--- config.mk ---
export PLATFORM = sky130hd
export DESIGN_NAME = pipe_skid_reg
export DESIGN_NICKNAME = d
export VERILOG_FILES = /design/src/rtl/pipe_skid_reg.sv
export SDC_FILE = /design/constraint.sdc
export NUM_CORES = 1
export LEC_CHECK = 0
export CAP_MARGIN = 25
export CORE_MARGIN = 2
export CORE_UTILIZATION = 38
export DETAILED_ROUTE_END_ITERATION = 8
export PLACE_DENSITY = 0.7
export SYNTH_ARGS = -nofsm -noshare
export SYNTH_HDL_FRONTEND = slang
export SYNTH_SLANG_ARGS = --single-unit
--- constraint.sdc ---
create_clock -name i_clk -period 6.2 [get_ports i_clk]
set_input_delay 0.62 -clock i_clk [delete_from_list [all_inputs] [get_ports i_clk]]
set_output_delay 0.62 -clock i_clk [all_outputs]
set_load 0.005 [all_outputs]
--- src/rtl/pipe_skid_reg.sv ---
// rtl/pipe_skid_reg.sv - valid/ready pipeline stage register with 2-entry skid buffer
//
// Purpose:
//    Inter-stage pipeline register carrying an instruction word and its PC.
//    A main register (M) drives the outputs directly. A skid register (S)
//    catches the one entry that upstream may still hand over while M is stalled.
//    in_ready comes straight from a flop, so backpressure never chains
//    combinationally from stage to stage. Flush kills every held entry
//    synchronously.
//
// Ports:
//    i_clk        clock, rising edge
//    i_reset      asynchronous active-high reset
//    i_flush      synchronous kill of all held entries
//    i_in_valid   upstream presents an entry
//    o_in_ready   stage can accept (registered, = !S.valid)
//    i_instr_in   incoming instruction
//    i_pc_in      incoming PC
//    o_out_valid  main entry valid
//    i_out_ready  downstream accepts
//    o_instr_out  main entry instruction, BUBBLE_INSTR when invalid
//    o_pc_out     main entry PC (retained while invalid)
//    o_occupancy  entries held, 0..2
//    o_stall_cnt  saturating count of backpressured cycles
//
// Configuration:
//    PIPE_SKID_REG_STALL_CNT_EN - when defined, o_stall_cnt counts edges with
//    out_valid=1 and out_ready=0. It saturates at all-ones and only reset
//    clears it. When undefined, o_stall_cnt is tied to 0.

module pipe_skid_reg #(
   parameter int                   INSTR_W      = 32,
   parameter int                   PC_W         = 32,
   parameter logic [INSTR_W-1:0]   BUBBLE_INSTR = '0,
   parameter logic [PC_W-1:0]      RESET_PC     = '0,
   parameter int                   CNT_W        = 16
) (
   input  logic               i_clk,
   input  logic               i_reset,
   input  logic               i_flush,
   input  logic               i_in_valid,
   output logic               o_in_ready,
   input  logic [INSTR_W-1:0] i_instr_in,
   input  logic [PC_W-1:0]    i_pc_in,
   output logic               o_out_valid,
   input  logic               i_out_ready,
   output logic [INSTR_W-1:0] o_instr_out,
   output logic [PC_W-1:0]    o_pc_out,
   output logic [1:0]         o_occupancy,
   output logic [CNT_W-1:0]   o_stall_cnt
);

   logic               r_m_valid;
   logic [INSTR_W-1:0] r_m_instr;
   logic [PC_W-1:0]    r_m_pc;
   logic               r_s_valid;
   logic [INSTR_W-1:0] r_s_instr;
   logic [PC_W-1:0]    r_s_pc;

   logic w_in_fire;
   logic w_m_free;

   assign o_in_ready  = ~r_s_valid;
   assign w_in_fire   = i_in_valid & ~r_s_valid;
   // M can take a new entry when it is empty or its entry leaves this edge.
   assign w_m_free    = ~r_m_valid | i_out_ready;

   assign o_out_valid = r_m_valid;
   assign o_instr_out = r_m_instr;
   assign o_pc_out    = r_m_pc;
   assign o_occupancy = {1'b0, r_m_valid} + {1'b0, r_s_valid};

   always_ff @(posedge i_clk or posedge i_reset) begin
      if (i_reset) begin
         r_m_valid <= 1'b0;
         r_m_instr <= BUBBLE_INSTR;
         r_m_pc    <= RESET_PC;
         r_s_valid <= 1'b0;
         r_s_instr <= '0;
         r_s_pc    <= '0;
      end else if (i_flush) begin
         // An entry handshaken this edge is dropped; upstream counts it as consumed.
         r_m_valid <= 1'b0;
         r_m_instr <= BUBBLE_INSTR;
         r_s_valid <= 1'b0;
      end else if (w_m_free) begin
         if (r_s_valid) begin
            // S only fills while M is stalled, so it is always the older entry.
            r_m_valid <= 1'b1;
            r_m_instr <= r_s_instr;
            r_m_pc    <= r_s_pc;
            r_s_valid <= 1'b0;
         end else if (w_in_fire) begin
            r_m_valid <= 1'b1;
            r_m_instr <= i_instr_in;
            r_m_pc    <= i_pc_in;
         end else begin
            r_m_valid <= 1'b0;
            r_m_instr <= BUBBLE_INSTR;
         end
      end else if (w_in_fire) begin
         r_s_valid <= 1'b1;
         r_s_instr <= i_instr_in;
         r_s_pc    <= i_pc_in;
      end
   end

`ifdef PIPE_SKID_REG_STALL_CNT_EN
   logic [CNT_W-1:0] r_stall_cnt;

   always_ff @(posedge i_clk or posedge i_reset) begin
      if (i_reset) begin
         r_stall_cnt <= '0;
      end else if (r_m_valid && !i_out_ready && (r_stall_cnt != {CNT_W{1'b1}})) begin
         r_stall_cnt <= r_stall_cnt + 1'b1;
      end
   end

   assign o_stall_cnt = r_stall_cnt;
`else
   assign o_stall_cnt = '0;
`endif

endmodule

# == After elaboration in Yosys (flattened, before gate mapping) ==
# Cells that the tools add are included.
# word_totals
in_bits,69
elab_cells,31
memories,0
regBits,130
latchBits,0
ram_bits,0
romBits,0
# classes
n_div,0
muxes,13
shifts,0
n_lt_le_gt_ge,0
multipliers,0
add_sub_neg,1
n_eq_ne,0
reduce_logical,5
bitwise,6
# op_table
operator,count
$mux 32,6
$mux 1,7
$reduce_and 3->1,2
$not 1->1,4
$reduce_bool 2->1,2
$reduce_bool 3->1,1
$add 1x1->2,1
$and 1x1->1,1
$or 1x1->1,1

# == Logic depth before layout (Yosys ltp) ==
# logic_depth
depth_word,6
mapped_depth,6
mapped_depth_nobuf,3

# == Worst setup path after synthesis ==
# Ideal clock, no wire load.
# synth_path
path_type,input port to flip-flop
from,input port i_in_valid
to,register r_m_pc[10] (netlist: o_pc_out[10])
slack_ns,4.371
n_path_buf,2
stages,5
arrival_time_ns,1.705
cell_sequence,clkbuf_1 > nor2_1 > nor3_2 > buf_2 > mux2_2
# synth_between
elab_chain_cells,3
# synth_rtl
element,line,source
from (decl),41,"input logic i_in_valid,"
$and 1x1->1,64,assign w_in_fire = i_in_valid & ~r_s_valid;
$reduce_bool 2->1 (no line),n/a,
$reduce_and 3->1 (no line),n/a,
to (signal assigned),91,r_m_pc <= r_s_pc;
to (signal assigned),96,r_m_pc <= i_pc_in;
to (decl),55,logic [PC_W-1:0] r_m_pc;
# No other way between the ends.
# A chain may end at the register's enable or synchronous reset.

# == Final worst setup path ==
# layout_path
from,register r_s_valid
to,output port o_occupancy[0]
# layout_between
elab_chain_cells,1
# layout_rtl
element,line,source
from (decl),56,logic r_s_valid;
from (signal assigned),78,r_s_valid <= 1'b0;
from (signal assigned),85,r_s_valid <= 1'b0;
from (signal assigned),92,r_s_valid <= 1'b0;
$add 1x1->2,71,"assign o_occupancy = {1'b0, r_m_valid} + {1'b0, r_s_valid};"
to (decl),49,"output logic [1:0] o_occupancy,"
# No other way between the ends.

==> summary.md <==
| Metric | Value |
|---|---|
| Syn Std Cell Area | between 0.005 and 0.006 mm2 |
| FP Rows | 44 |
| Sw Ratio | 0.228 |
| Vias/cell | approximately 5 |
| Ys Warns | 0 |
| FF-to-FF Start | r_s_valid |
| M3 GR Usage | 0.0612 |
| Gr ovfl total | 0 |
| Initial core utilization | 0.391 |
| Hold Path Class | input port to asynchronous set/reset pin |
| FF+latch count, synth | 130 |
| Router iterations before antenna repair | 4 |
| Placer Congestion | ~0.75 |
| Flop-to-flop setup slack | 3.60 ns |
| Initial antenna violation count | 0 |
| Root Driver | clkbuf_16 |
| RR Endpoint | r_s_pc[16] |
| Flop pwr share | 0.452 |
| Setup TNS | 0 ns |
| Final min period | roughly 3.0 ns |
| Average size of a mapped cell | 12.9 um2 |
| RSZ-0062 raised after global routing | no |
| Post-CTS setup buffer count | 0 |
| Slew margin rel. | 0.330 |
| First-pass GRT wire length | between 15000 and 20000 um |
| Post-CTS resize count | 0 |
| Die area | between 0.015 and 0.02 mm2 |
| # clock sinks | between 100 and 150 |
| Critical Path Fanout Max | between 90 and 100 |
| Startpoint types | flop |
| DIE HEIGHT | ~130 um |
| 1st-iter DRT viols | around 210 |
| CTS max path bufs | 2 |
| Clock share of power | 0.395 |
| Routed len/inst | between 15 and 20 um |
| Area fraction of the dominant cell type after synthesis | 0.570 |
| Top Usage Layer GRT | met2 |
| Synth top area cells | dfrtp_1 57%, mux2_2 13%, mux2_1 12% |
| Routed WL | ~12000 um |
| CP endpoint kind | primary output |
| Worst Clk Skew | 0.00577 ns |
| Sw power | approximately 0.56 mW |
| Clk_lat worst skew | 0.41 ns |
| DRC | 0 |
| Cts bufs inserted | 17 |
| Final core utilization | 0.533 |
| Synth Instances | between 400 and 500 |
| Core Area | ~0.015 mm2 |
| Max Fclk | around 0.34 GHz |
| Ports | around 150 |
| H-tree depth | 4 |
| Synth-to-Final Area Change | 36.1% |
| Nets@finish | approximately 640 |
| Status | complete, no violations |
| Synth cell types | 19 |
| Register area share after synthesis | 0.570 |
| GRT met2 Usage | 0.237 |
| Final HPWL DP | roughly 7800 um |
| Grt met1 use | 0.199 |
| R2R depth | 3 |
| Max Slew Vio Count | 0 |
| Largest net degree at the start of global routing | 100 |
| Final period utilization | 0.476 |
| TritonCTS clock tree | yes |
| Slew of the pin with the lowest slew margin | 1.01 ns |
| Peak VDD IR | roughly 0.15 mV |
| Chip width | 127 um |
| PwrDens | 317 mW/mm2 |
| Detailed-route via count | 3783 |
| Crit path kind | flop to primary output |
| Post-route ant nets | 0 |
| I/O Buffers | between 100 and 150 |
| Global-route usage over all layers | 0.155 |
| Worst Path Required | about 5.6 ns |
| Fin Hold WS | 0.422 ns |
| Leakage | 3.35 nW |
| Share of cells above drive strength 1 | 0.181 |
| Vias in the first global route | ~3800 |
| Combinational Power Share | 0.154 |
| P_int | about 1.9 mW |
| Clk pin slew, worst setup/hold paths | about 0.060 ns |
| Total power | 2.47 mW |
| Area leader, netlist | dfrtp_1 |
| Final Hold Fails | 0 |
| CP arrival | 2.33 ns |
| Diodes inserted | 0 |
| Max-Cap Viols | 0 |
| Count of final setup violators | 0 |
| Post-CTS Hold Buffers | 0 |
[power by group through the flow]
stage / combinational [mW] / clock, mW / sequential, mW
2_1_floorplan: 0.200 / 0 / 1.10
3_3_place_gp: 0.369 / 0 / 1.12
3_5_place_dp: 0.382 / 0 / 1.13
4_1_cts: 0.384 / 0.996 / 1.11
5_1_grt: 0.415 / 1.04 / 1.13
6_report: 0.379 / 0.973 / 1.11
[cell type report]
class | instances | area [um2]
inverters | 2 | 10.0
clock inverters | 4 | 72.6
flip-flops and latches | 130 | 3260
multi-input cells | 280 | 2270
well taps | 184 | 230
clock buffers | 27 | 503
repair buffers | 142 | 1430
fillers | 1228 | 6820
[metrics by stage]
step	area (um2)	instances	setup slack [ns]
finish	7770	769	3.25
CTS	7740	768	3.20
global route	7770	769	3.10
global placement	7170	737	3.16
floorplan	5770	458	2.11
detailed placement	7170	737	3.11
[sequential cells by signal (all words and copies together), names as in the netlist]
register,cells
r_s_valid,1
r_s_instr,32
o_out_valid,1
o_pc_out,32
o_instr_out,32
r_s_pc,32
[synthesized netlist by cell type]
| library cell | n |
|---|---|
| dfrtp_1 | 130 |
| mux2_2 | 68 |
| nand2_1 | 62 |
| mux2_1 | 60 |
| a22o_1 | 33 |
| o21ai_0 | 31 |
| buf_4 | 16 |
| clkbuf_1 | 16 |
| buf_2 | 12 |
| nor2b_1 | 3 |
| buf_1 | 2 |
| inv_1 | 2 |
| nor2_1 | 2 |
| conb_1 | 1 |
| ha_1 | 1 |
| nand2_2 | 1 |
| nor3_2 | 1 |
| nor3b_4 | 1 |
| or2_2 | 1 |
[routing by layer]
layer	vias to the layer above	wire [um]
li1	1786	-
met1	1867	5440
met2	118	5540
met3	12	868
met4	0	151
met5	-	0
[worst max-delay path by stage]
stage | startpoint | end | slack [ns] | depth (start not counted)
finish | r_s_valid | o_occupancy[0] | 3.25 | 2
floorplan | i_reset | o_instr_out[0] | 2.11 | 1
global route | r_s_valid | o_occupancy[0] | 3.10 | 2
global placement | i_flush | r_s_instr[5] | 3.16 | 5
detailed placement | i_flush | r_s_pc[16] | 3.11 | 5
CTS | r_s_valid | o_occupancy[0] | 3.20 | 2
[cells in the final DEF (no fill, tap or decap), drive strengths merged]
master,n
clkdlybuf4s50,136
dfrtp,130
mux2,128
nand2,63
a22o,33
o21ai,31
clkbuf,27
conb,16
buf,6
nor2b,3
bufinv,2
nor2,2
inv,2
nor3b,1
nor3,1
or2,1
ha,1
clkinv,1
clkinvlp,1
[logic make-up after synthesis]
logic type	Yosys count	synth area share
buf+inv	48	0.0447
mux	128	0.252
simple gates	71	0.0526
compound gates	64	0.0778
fa+ha+maj	1	0.00219
flops	130	0.570
other cells	1	0.000657
[worst max-delay path: stages, from the launching register on]
cell and delay (ns):
dfrtp_4 1.08, ha_1 0.38, clkdlybuf4s50_1 0.44
Power figures use the tool's default switching activity.
